`src/rtl/ann_pkg.sv`:
```
// Shared sizing and helpers for the digit-classifier neuron datapath.
package ann_pkg;
    localparam int LANES  = 16;
    localparam int W      = 8;
    localparam int BEATS  = 4;
    localparam int ACC_W  = 24;
    localparam int SHIFT  = 0;
    localparam int PROD_W = 2 * W;
    localparam int BEAT_W = (BEATS > 1) ? $clog2(BEATS) : 1;
    localparam int STAGES = 2;

    // Lane 0 occupies the most-significant byte of the bus.
    function automatic logic signed [W-1:0] lane_of(input logic [LANES*W-1:0] v, input int i);
        return v[W*(LANES-1-i) +: W];
    endfunction

    function automatic logic [W-1:0] relu_sat(input logic signed [ACC_W-1:0] v);
        logic signed [ACC_W-1:0] s;
        s = v >>> SHIFT;
        if (s < 0)
            return '0;
        else if (s > ACC_W'((1 << W) - 1))
            return {W{1'b1}};
        else
            return s[W-1:0];
    endfunction
endpackage

```
`src/rtl/node_mac16.sv`:
```
// Per-lane signed multipliers (stage 1) feeding a registered adder tree (stage 2).
module node_mac16
    import ann_pkg::*;
(
    input  logic                    clk,
    input  logic                    rst,
    input  logic                    en,
    input  logic [LANES*W-1:0]      a,
    input  logic [LANES*W-1:0]      b,
    output logic signed [ACC_W-1:0] sum
);
    logic [LANES-1:0][PROD_W-1:0] prod;
    logic signed [ACC_W-1:0]      tree_sum;

    genvar i;
    generate
        for (i = 0; i < LANES; i++) begin : g_lane
            always_ff @(posedge clk) begin
                if (rst)
                    prod[i] <= '0;
                else if (en)
                    prod[i] <= lane_of(a, i) * lane_of(b, i);
            end
        end
    endgenerate

    always_comb begin
        tree_sum = '0;
        for (int k = 0; k < LANES; k++)
            tree_sum = tree_sum + ACC_W'($signed(prod[k]));
    end

    always_ff @(posedge clk) begin
        if (rst)
            sum <= '0;
        else
            sum <= tree_sum;
    end
endmodule

```
`src/rtl/node_func.sv`:
```
// Single neuron: 4-beat MAC of 64 weight/pixel pairs, bias add, ReLU with saturation.
module node_func
    import ann_pkg::*;
(
    input  logic [LANES*W-1:0] a,
    input  logic [LANES*W-1:0] b,
    input  logic [W-1:0]       bias,
    input  logic               ready,
    input  logic               clk,
    input  logic               rst,
    output logic [W-1:0]       p
);
    localparam logic [BEAT_W-1:0] LAST = BEAT_W'(BEATS - 1);

    logic [BEAT_W-1:0]              beat_cnt;
    logic [STAGES:1]                vld_pipe;
    logic [STAGES:1][BEAT_W-1:0]    beat_pipe;
    logic [W-1:0]                   bias_s1, bias_s2;
    logic signed [ACC_W-1:0]        sum, acc, acc_next, node;
    logic                           node_vld;

    node_mac16 u_mac (
        .clk (clk),
        .rst (rst),
        .en  (ready),
        .a   (a),
        .b   (b),
        .sum (sum)
    );

    always_ff @(posedge clk) begin
        if (rst) begin
            beat_cnt  <= '0;
            vld_pipe  <= '0;
            beat_pipe <= '0;
            bias_s1   <= '0;
        end else begin
            vld_pipe  <= {vld_pipe[STAGES-1:1], ready};
            beat_pipe <= {beat_pipe[STAGES-1:1], beat_cnt};
            if (ready) begin
                beat_cnt <= (beat_cnt == LAST) ? '0 : beat_cnt + 1'b1;
                if (beat_cnt == '0)
                    bias_s1 <= bias;
            end
        end
    end

    // Bias follows its node down the pipe so the next node's beat 0 can't clobber it.
    always_ff @(posedge clk) begin
        if (rst)
            bias_s2 <= '0;
        else if (vld_pipe[1] && beat_pipe[1] == '0)
            bias_s2 <= bias_s1;
    end

    always_comb begin
        acc_next = ((beat_pipe[STAGES] == '0) ? '0 : acc) + sum;
    end

    always_ff @(posedge clk) begin
        if (rst) begin
            acc      <= '0;
            node     <= '0;
            node_vld <= 1'b0;
            p        <= '0;
        end else begin
            node_vld <= vld_pipe[STAGES] && (beat_pipe[STAGES] == LAST);
            if (vld_pipe[STAGES]) begin
                acc <= acc_next;
                if (beat_pipe[STAGES] == LAST)
                    node <= acc_next + ACC_W'($signed(bias_s2));
            end
            if (node_vld)
                p <= relu_sat(node);
        end
    end
endmodule

```
`config.mk`:
```
export PLATFORM = sky130hd
export DESIGN_NAME = node_func
export DESIGN_NICKNAME = d
export VERILOG_FILES = /design/src/rtl/ann_pkg.sv /design/src/rtl/node_mac16.sv /design/src/rtl/node_func.sv
export SDC_FILE = /design/constraint.sdc
export NUM_CORES = 2
export LEC_CHECK = 0
export ABC_AREA = 1
export BUFFER_PORTS_ARGS = -buffer_cell sky130_fd_sc_hd__buf_2
export CORE_MARGIN = 8
export CORE_UTILIZATION = 51
export DETAILED_ROUTE_END_ITERATION = 16
export GPL_TIMING_DRIVEN = 0
export PLACE_DENSITY = 0.77
export SLEW_MARGIN = 20
export SYNTH_ARGS = -nofsm -noshare
export SYNTH_HDL_FRONTEND = slang
export SYNTH_HIERARCHICAL = 1
export SYNTH_SLANG_ARGS = --single-unit
export TNS_END_PERCENT = 100
```
`constraint.sdc`:
```
create_clock -name clk -period 4.8 [get_ports clk]
set_input_delay 1.44 -clock clk [delete_from_list [all_inputs] [get_ports clk]]
set_output_delay 1.44 -clock clk [all_outputs]
set_load 0.005 [all_outputs]
```
==> results.sh <==
export IMPL_fmax_mhz=199
export IMPL_fin_nets=10979
export IMPL_ys_flop_type="dfxtp_1"
export IMPL_hp_class="register to register"
export IMPL_ys_ff_latch=361
export IMPL_ios=275
export IMPL_cp_slowest_cell="fa_1"
export IMPL_post_dp_hpwl_microns=157000
export IMPL_worstSetupPathType="register to register"
export IMPL_fin_crit_sh=1.05
export IMPL_cp_cell_sequence="fa_1 -> inv_1 -> fa_1 -> fa_1 -> fa_1 -> fa_2 -> fa_1 -> inv_2 -> ha_4 -> nand2_2 -> nor2_2 -> inv_1 -> nor2_1 -> nand4_1 -> nand3_1 -> nand2_1 -> inv_1 -> nor2_2"
export IMPL_worstPathRequired_ns=5.26
export IMPL_grt_pass1_vias=57334
export IMPL_cts_tree="built"
export IMPL_hold_viol=0
export IMPL_dp_cells=10594
export IMPL_grt_overflow=0
export IMPL_clock_latency_ns=0.57
export IMPL_cts_sink_count=361
export IMPL_drive_gt1_frac=0.169
export IMPL_netlist_instances=8898
export IMPL_netlist_area_leader_share=0.341
export IMPL_yosys_area_top_type="fa_1"
export IMPL_worstPathArrival_ns=5.48
export IMPL_wl_microns=185000
export IMPL_tns_ns=-1.42
export IMPL_crit_fanout=5
export IMPL_post_route_min_period_ns=5.03
export IMPL_drtPass1Iterations=8
export IMPL_max_slew_margin_rel=0.297
export IMPL_synth_edf_count=0
export IMPL_syn_nets=10824
export IMPL_critPathLaunchType="register"
export IMPL_routabilityCongestion=1.00
export IMPL_r2r_start="u_mac/prod[127]"
export IMPL_area_growth_pct=15.4
export IMPL_synth_async_reset_ratio=0
export IMPL_h_tree_depth=2
export IMPL_rows=131
export IMPL_cp_end_kind="register"
export IMPL_die_h_microns=375
export IMPL_die_w_microns=375
export IMPL_avgSynthCellArea_sq_um=7.37
export IMPL_clockBufferDepth=3
export IMPL_grt_setup_unrepaired="true"
export IMPL_coreArea_sq_mm=0.128
export IMPL_crit_buf_inv=4
export IMPL_violations="setup timing"
export IMPL_clkTransAtPathRegs_ns=0.06
export IMPL_viasPerCell=5.15
export IMPL_drc_errors=0
export IMPL_cts_hold_buf=0
export IMPL_finClkSkew_ns=0.0193
export IMPL_worst_slack_ns=-0.225
export IMPL_ys_types=50
export IMPL_synth_area_leaders="fa_1 34%, inv_1 15%, dfxtp_1 11%, nand2_1 11%, ha_1 10%"
export IMPL_startpoint="u_mac/prod[127]"
export IMPL_port_buffers=34
export IMPL_start_util=0.514
export IMPL_die_area_sq_mm=0.140
export IMPL_critPathTopFamily="adder cells"
export IMPL_drt_iter0_markers=3903
export IMPL_drv_slew=0
export IMPL_grt_pass1_wl_microns=296000
export IMPL_yosysWarnings=6
export IMPL_outcome="finished, violations left"
export IMPL_drt_wirelength_per_cell_microns=17.2
export IMPL_ant_nets=0
export IMPL_final_cell_count_no_fill=10746
export IMPL_synth_area_sq_mm=0.0656
export IMPL_tightest_slew_ns=1.05
export IMPL_grt_max_degree=21
export IMPL_cts_buffers_inserted=39
export IMPL_grt_usage=0.258
export IMPL_cap_violations=0
export IMPL_crit_top_cell="fa_1"
export IMPL_min_from="beat_pipe[1]"
export IMPL_antenna_found_initial=7
export IMPL_setup_violations_final=15
export IMPL_cpPeakStageDelay_ns=0.60
export IMPL_cts_root_buf="clkbuf_16"
export IMPL_seq_area_frac_synth=0.110
export IMPL_vias=55329
[metal layers]
metal / vias to the layer above / routed length (microns) / GRT usage
met5: - / 0 / 0
met3: 437 / 12200 / 0.0311
met4: 0 / 9860 / 0.104
li1: 26091 / - / -
met2: 1777 / 90000 / 0.453
met1: 27024 / 72700 / 0.324
[cells in the final DEF, fill, tap and decap left out, types with 84 or more instances in the layout]
master / instances
clkbuf_8: 111
nand2_1: 1649
nor2_1: 447
nand3_1: 241
inv_2: 184
xor2_1: 94
inv_1: 2410
clkbuf_2: 90
ha_4: 140
dfxtp_1: 348
ha_1: 390
fa_1: 1035
o21ai_0: 273
buf_2: 84
a21oi_1: 279
nand2_2: 170
[synthesized netlist by cell type (all sizes together), types with 5 or more instances]
| cell type | n |
|---|---|
| a31oi | 8 |
| ha | 542 |
| a211oi | 5 |
| clkbuf | 287 |
| nand2 | 1850 |
| or2 | 114 |
| o211ai | 21 |
| nand3b | 8 |
| nor3 | 18 |
| fa | 1117 |
| xor2 | 95 |
| o21bai | 47 |
| o21a | 12 |
| nand4 | 38 |
| a21o | 19 |
| dfxtp | 361 |
| nor4 | 5 |
| nand3 | 321 |
| inv | 2612 |
| xnor2 | 86 |
| a21oi | 374 |
| o21ai | 364 |
| nor2 | 520 |
| buf | 58 |
[tightest hold or removal path, delay by kind of cell, from the launching register on]
family / cells / cell delay, ns
and+or+nand+nor: 1 / 0.03
buffers and inverters: 1 / 0.05
DFF: 1 / 0.31
[state kept, by name, indices dropped and copies added, names as in the netlist]
register / flops
u_mac/sum: 24
bias_s1: 8
u_mac/prod: 256
beat_cnt: 2
bias_s2: 8
vld_pipe: 2
p: 8
node: 24
beat_pipe: 4
node_vld: 1
acc: 24
[cells by family (layout without fill, tap and decap cells)]
family,count (synthesis),in the layout,share of synthesized area
AOI/OAI and AO/OA,859,859,0.0717
xor gates and xnor gates,181,181,0.0242
adders and majority gates,1659,1659,0.444
buffers and inverters,2960,3141,0.171
DFF,361,361,0.110
other,0,5,0
and+or+nand+nor,2878,2878,0.179
[stage by stage]
step	setup WS (ns)	utilization	area, sq um	hold slack [ns]
floorplan	-0.0804	-	68900	0.403
detailed placement	-0.867	0.558	71100	0.425
finish	-0.225	0.593	75700	0.440
global placement	-0.834	0.558	71100	0.419
global route	-0.327	0.593	75700	0.474
CTS	-0.181	0.574	73200	0.432
[worst paths after layout]
| path | endpoint | slack [ns] | cells past startpoint |
|---|---|---|---|
| max | u_mac/sum[20] | -0.23 | 18 |
| min | beat_pipe[3] | 0.44 | 2 |
| max reg2reg | u_mac/sum[20] | -0.23 | 18 |
| min reg2reg | beat_pipe[3] | 0.44 | 2 |
[timing repair]
| item | CTS | global route |
|---|---|---|
| pin swaps | 53 | 358 |
| gates resized for setup | 168 | 715 |
| cloned | 0 | 0 |
| setup endpoints to repair | 41 | 112 |
| setup buffers | 17 | 64 |
[area by class of cell]
class / instances / area, sq um
diodes: 5 / 12.5
flip-flops and latches: 361 / 7240
inverters: 2614 / 9880
clock inverters: 13 / 216
plain buffers: 346 / 2780
multi-input cells: 5577 / 51500
clock buffers: 54 / 1110
fillers: 11076 / 51800
repair buffers: 114 / 911
well taps: 1662 / 2080
Power is left out: the tool's default activity adds up to more than one toggle a clock period on the data nets, which glitch-free logic cannot reach.
